**config.mk**
```make
export PLATFORM = sky130hd
export DESIGN_NAME = multi_tick_counter
export DESIGN_NICKNAME = d
export VERILOG_FILES = /design/src/rtl/multi_tick_counter_pkg.sv /design/src/rtl/multi_tick_counter_channel.sv /design/src/rtl/multi_tick_counter.sv
export SDC_FILE = /design/constraint.sdc
export NUM_CORES = 1
export LEC_CHECK = 0
export BUFFER_PORTS_ARGS = -buffer_cell sky130_fd_sc_hd__clkbuf_2
export CAP_MARGIN = 0
export CORE_MARGIN = 1.5
export CORE_UTILIZATION = 50
export CTS_BUF_LIST = sky130_fd_sc_hd__clkbuf_8
export DETAILED_ROUTE_END_ITERATION = 8
export PLACE_DENSITY_LB_ADDON = 0.15
export SLEW_MARGIN = 20
export SYNTH_ARGS = -nofsm -noshare
export SYNTH_HDL_FRONTEND = slang
export SYNTH_SLANG_ARGS = --single-unit
```
**constraint.sdc**
```tcl
create_clock -name clk -period 2.9 [get_ports clk]
set_input_delay 0.435 -clock clk [delete_from_list [all_inputs] [get_ports clk]]
set_output_delay 0.435 -clock clk [all_outputs]
set_load 0.005 [all_outputs]
```
**src/rtl/multi_tick_counter_pkg.sv**
```systemverilog
// Shared types and defaults for the multi-channel tick counter.
package multi_tick_counter_pkg;

    // Per-channel FSM state; ST_RUN doubles as the busy flag.
    typedef enum logic [0:0] {
        ST_IDLE = 1'b0,
        ST_RUN  = 1'b1
    } state_e;

    // Run mode latched together with the terminal count on start.
    typedef enum logic {
        MODE_ONESHOT  = 1'b0,
        MODE_PERIODIC = 1'b1
    } mode_e;

    localparam int DEF_WIDTH  = 8;
    localparam int DEF_NUM_CH = 4;

endpackage

```
**src/rtl/multi_tick_counter_channel.sv**
```systemverilog
// One channel of the multi-channel tick counter: limit/mode latch, up-counter
// and IDLE/RUN FSM. The counter only advances on cycles where tick_en_i is set;
// start and stop act on every cycle.
//
// state   | meaning
// --------+-----------------------------------------------------------
// ST_IDLE | not counting; count held at 0, busy low
// ST_RUN  | counting towards limit-1; watch pulse and wrap at terminal
module tick_channel
    import multi_tick_counter_pkg::*;
#(
    parameter int WIDTH = DEF_WIDTH
) (
    input  logic             clk,
    input  logic             rst,
    input  logic             tick_en_i,
    input  logic             start_i,
    input  logic             stop_i,
    input  logic             mode_i,
    input  logic [WIDTH-1:0] n_ticks_i,
    output logic [WIDTH-1:0] count_o,
    output logic             watch_o,
    output logic             busy_o
);

    localparam logic [0:0] S_IDLE = ST_IDLE;
    localparam logic [0:0] S_RUN  = ST_RUN;

    logic [0:0]       state_q, state_d;
    logic [WIDTH-1:0] count_q, count_d;
    logic [WIDTH-1:0] limit_q, limit_d;
    mode_e            mode_q,  mode_d;
    logic             watch_q, watch_d;
    logic             start_ok;
    logic             at_terminal;

    // Terminal compare; count never exceeds limit-1 so no overflow guard is needed.
    assign at_terminal = (count_q == (limit_q - WIDTH'(1)));

    // Next-state logic; priority is stop, then start, then counting.
    always_comb begin
        state_d  = state_q;
        count_d  = count_q;
        limit_d  = limit_q;
        mode_d   = mode_q;
        watch_d  = 1'b0;
        start_ok = start_i && (n_ticks_i != '0);

        if (stop_i) begin
            // A stop also swallows a same-cycle start, so the channel stays idle.
            if (state_q == S_RUN) begin
                state_d = S_IDLE;
                count_d = '0;
            end
        end else if (start_ok) begin
            // Restart discards the old run, including a terminal on this edge.
            limit_d = n_ticks_i;
            mode_d  = mode_e'(mode_i);
            count_d = '0;
            state_d = S_RUN;
        end else if ((state_q == S_RUN) && tick_en_i) begin
            if (at_terminal) begin
                count_d = '0;
                watch_d = 1'b1;
                if (mode_q == MODE_ONESHOT) begin
                    state_d = S_IDLE;
                end
            end else begin
                count_d = count_q + WIDTH'(1);
            end
        end
    end

    // State registers with synchronous reset; reset never emits a watch pulse.
    always_ff @(posedge clk) begin
        if (rst) begin
            state_q <= S_IDLE;
            count_q <= '0;
            limit_q <= '0;
            mode_q  <= MODE_ONESHOT;
            watch_q <= 1'b0;
        end else begin
            state_q <= state_d;
            count_q <= count_d;
            limit_q <= limit_d;
            mode_q  <= mode_d;
            watch_q <= watch_d;
        end
    end

    assign count_o = count_q;
    assign watch_o = watch_q;
    assign busy_o  = state_q[0];

endmodule

```
**src/rtl/multi_tick_counter.sv**
```systemverilog
// NUM_CH independent WIDTH-bit tick counters sharing one clock.
// Optional macro MULTI_TICK_COUNTER_PRESCALE_EN adds a shared free-running
// prescaler (parameter PRESCALE) that gates when the counters advance.
module multi_tick_counter
    import multi_tick_counter_pkg::*;
#(
    parameter int WIDTH    = DEF_WIDTH,
    parameter int NUM_CH   = DEF_NUM_CH
`ifdef MULTI_TICK_COUNTER_PRESCALE_EN
    ,
    parameter int PRESCALE = 4
`endif
) (
    input  logic                    clk,
    input  logic                    rst,
    input  logic [NUM_CH-1:0]       start_i,
    input  logic [NUM_CH-1:0]       stop_i,
    input  logic [NUM_CH-1:0]       mode_i,
    input  logic [NUM_CH*WIDTH-1:0] n_ticks_i,
    output logic [NUM_CH*WIDTH-1:0] data_o,
    output logic [NUM_CH-1:0]       watch_o,
    output logic [NUM_CH-1:0]       busy_o
);

    logic tick_en;

`ifdef MULTI_TICK_COUNTER_PRESCALE_EN
    localparam int PW = (PRESCALE > 1) ? $clog2(PRESCALE) : 1;

    logic [PW-1:0] presc_q, presc_d;

    // tick_en fires on the last phase of each PRESCALE-cycle window. Start
    // does not realign the prescaler, so a run's first period may be short.
    assign tick_en = (presc_q == PW'(PRESCALE - 1));
    assign presc_d = tick_en ? '0 : presc_q + PW'(1);

    // Free-running prescaler, cleared only by reset.
    always_ff @(posedge clk) begin
        if (rst) begin
            presc_q <= '0;
        end else begin
            presc_q <= presc_d;
        end
    end
`else
    assign tick_en = 1'b1;
`endif

    for (genvar c = 0; c < NUM_CH; c++) begin : g_ch
        tick_channel #(
            .WIDTH (WIDTH)
        ) u_ch (
            .clk       (clk),
            .rst       (rst),
            .tick_en_i (tick_en),
            .start_i   (start_i[c]),
            .stop_i    (stop_i[c]),
            .mode_i    (mode_i[c]),
            .n_ticks_i (n_ticks_i[c*WIDTH +: WIDTH]),
            .count_o   (data_o[c*WIDTH +: WIDTH]),
            .watch_o   (watch_o[c]),
            .busy_o    (busy_o[c])
        );
    end

endmodule
```
==> results.md <==
* Status: finished, final reports clean
* Final WS setup at 0.429 ns
* CP dominant cell by count: a21o_1
* Vias at roughly 3800
* Non-filler cells, final at a little under 700
* Crit path buf inv count at 1
* Total GRT Usage at between 20% and 30%
* Setup TNS Final at 0 ns
* Post-synthesis cell type count at 56
* Final Hold Viols at 0
* CTS tree: built
* Hold Buf Count CTS at 0
* Layout cells sized above 1 at 21.6%
* CP required at about 3.2 ns
* Clock transition at path regs at 0.08 ns
* Die height at 96.1 um
* Core Region at just over 8000 sq um
* RSZ-0062 raised after global routing: false
* Die area at about 9200 sq um
* Grt ovf at 0
* Synth cell count leaders: dfxtp_1, nor2_1, mux2i_1
* Main flop type after synthesis: dfxtp_1
* Post-synth top area share at roughly a third
* Startpoint Class: flip-flop
* Combinational power share at between 10 and 15%
* Met1 Use GR at between 20% and 30%
* GR Util met2 at a little over a third
* Min Hold Slack at ~0.29 ns
* Worst Path Arrival at roughly 2.7 ns
* FILL cells at 752
* Final setup violation count at 0
* IO Pins at 86
* Ranking of synthesized cells by area: dfxtp_1, mux2i_1, nor2_1
* Clk_skew at 0.00937 ns
* Grt met3 use at between 4 and 5%
* Pre-CTS setup slack at between 0.4 and 0.5 ns
* Crit-path max FO at 9
* I/O Buffers at 85
* Clock Tree Buf Depth at 2
* Post-synthesis register bit count at 76
* Setup repair bufs after CTS at 0
* Leak Pwr at around 2.1 nW
* Number of antenna violations at the first check in global routing at 0
* Average size of a mapped cell at between 8 and 9 sq um
* Peak supply drop at 0.241 mV
* Total Wirelength at around 9700 um
* Reg power frac at roughly half
* Switch Pwr at approximately 0.00061 W
* Total Nets Final at around 640
* Placed insts at approximately 680
* PD cells at between 400 and 500 nW/um^2
* Starting Density at 52.2%
* Clock sink count at between 70 and 80
* Root Buffer: clkbuf_8
* Vias in the first global route at roughly 3400
* Sw Ratio at 26.9%
* Largest stage delay on the critical path at around 0.53 ns
* Starting DRC count in detailed routing at 99
* Routed len/inst at 14.0 um
* Cell family with most CP delay: compound AO/OA/AOI/OAI gates
* Post-Syn Area at approximately 4300 sq um
* Register area at approximately 1500 sq um
* Worst slew pin tran at approximately 0.7 ns
* F_max at ~0.40 GHz
* Final slew viol count at 0
* FFs w/ async S/R, synth at 0%
* Antenna viol nets, final at 0
* Area Overhead vs Synth at 15.5%
* Proportion of power drawn by the clock network at 37.3%
* CTS resizes at 0
* Area of the multi-input gates at between 2000 and 3000 sq um
* WS Path Type: flip-flop to flip-flop
* Hold WC Path Type: input pin to flip-flop
* Cells along the critical path: inv_1 > ha_1 > xor2_1 > nand2_1 > or4_1 > a211oi_2 > a21oi_2 > a21o_1 > a21o_1
* Critical Path Sink Type: flip-flop
* Syn Nets at between 500 and 600
* Crit-path slowest cell: or4_1
* # DRC at 0
* Htree depth at 3
* Row Count at 33
* Internal at roughly 0.0017 W
* Most crowded layer after global routing: met2
* N_diodes at 0
* Worst rel slew slack at between 50% and 60%
* Vias/cell at approximately 5.5
* Cell type with the largest total area after synthesis: dfxtp_1
* First-pass GRT wire length at around 15000 um
* Post-synth EDFFs at 0
* Worst-Skew Late Latency at approximately 0.36 ns
* Die X at 96.1 um
* CTS buffer count at 9
* Max-cap viol count at 0
* Min Tclk post-route at roughly 2.5 ns
* Synth Instances at about 510
* Sequential share of the synthesized area at between 30% and 40%
* Largest net degree at the start of global routing at 25
* GP Congestion at 0.872
* HPWL Detailed at 7200 um
* Yosys warns at 0
* First drt pass iteration count at 4
* Period utilization at 85.2%
[layout by cell type, fill, tap and decap left out, drive strengths merged, types with 3 or more instances in the layout]
| cell type | count |
|---|---|
| nand2b | 5 |
| or4 | 10 |
| and3 | 6 |
| nor2b | 8 |
| dfxtp | 76 |
| a22oi | 3 |
| a31oi | 11 |
| nor4 | 8 |
| clkbuf | 96 |
| o21bai | 3 |
| nor2 | 76 |
| o2111ai | 3 |
| o21ai | 20 |
| a2111oi | 4 |
| mux2i | 41 |
| a21o | 3 |
| ha | 8 |
| a211oi | 10 |
| inv | 18 |
| a21oi | 18 |
| and2 | 4 |
| xnor2 | 16 |
| and4 | 5 |
| nor3 | 17 |
| xor2 | 27 |
| buf | 8 |
| nand3b | 7 |
| nand2 | 33 |
| a22o | 3 |
| nand3 | 16 |
[power by group through the flow]
stage | logic (W) | clock network [W] | registers (W)
after floorplan | 0.000227 | 0 | 0.00112
after global placement | 0.000295 | 0 | 0.00113
after detailed placement | 0.000305 | 0 | 0.00113
after CTS | 0.000307 | 0.000864 | 0.00111
after global routing | 0.000342 | 0.000904 | 0.00112
final | 0.000306 | 0.000842 | 0.00111
[area by class of cell]
class                           instances  share of cell area (%)
Multi-Input combinational cell        387                    52.0
Inverter                               17                    1.27
Sequential cell                        76                    30.4
Tap cell                              105                    2.62
Timing Repair Buffer                   93                    9.70
Clock inverter                          5                    1.02
Clock buffer                           11                    3.02
[metal layers]
layer  vias to the layer above  part of all wire (%)
met1                      1779                    49
li1                       1952                     -
met2                        79                    46
met5                         -                     0
met4                         0                   1.1
met3                         9                   4.0
[stage by stage]
stage	utilization, %	total power (W)	cell area [sq um]
final	60.3	0.00226	5010
after global routing	60.3	0.00236	5010
after CTS	60.3	0.00228	5010
after detailed placement	57.9	0.00144	4800
after global placement	57.9	0.00143	4800
after floorplan	-	0.00135	4340
[final timing paths]
| path | start | to | slack, ns | cells after the start |
|---|---|---|---|---|
| worst min-delay path | stop_i[0] | g_ch[0].u_ch.busy_o$_SDFF_PP0_ | 0.29 | 2 |
| worst min register to register | g_ch[0].u_ch.mode_q$_SDFFE_PP0P_ | g_ch[0].u_ch.mode_q$_SDFFE_PP0P_ | 0.49 | 2 |
| worst max-delay path | g_ch[2].u_ch.limit_q[0]$_SDFFE_PP0P_ | g_ch[2].u_ch.count_o[7]$_SDFFE_PP0P_ | 0.43 | 9 |
| worst max register to register | g_ch[2].u_ch.limit_q[0]$_SDFFE_PP0P_ | g_ch[2].u_ch.count_o[7]$_SDFFE_PP0P_ | 0.43 | 9 |
[flip-flops by register name, summed over array words and instances, names as in the netlist]
| register | cells |
|---|---|
| g_ch.u_ch.mode_q | 4 |
| g_ch.u_ch.count_o | 32 |
| g_ch.u_ch.busy_o | 4 |
| g_ch.u_ch.watch_o | 4 |
| g_ch.u_ch.limit_q | 32 |
[cell families (layout without fill, tap and decap cells)]
group	count (synthesis)	in the layout	synth area share (%)
AO/OA/AOI/OAI	89	89	15.2
XOR/XNOR	43	43	8.69
adder cells (fa/ha/maj)	8	8	2.31
buffers and inverters	45	126	4.91
flip-flops	76	76	35.1
multiplexers	41	41	9.47
AND/OR/NAND/NOR	206	206	24.4
Power figures use the tool's default switching activity.
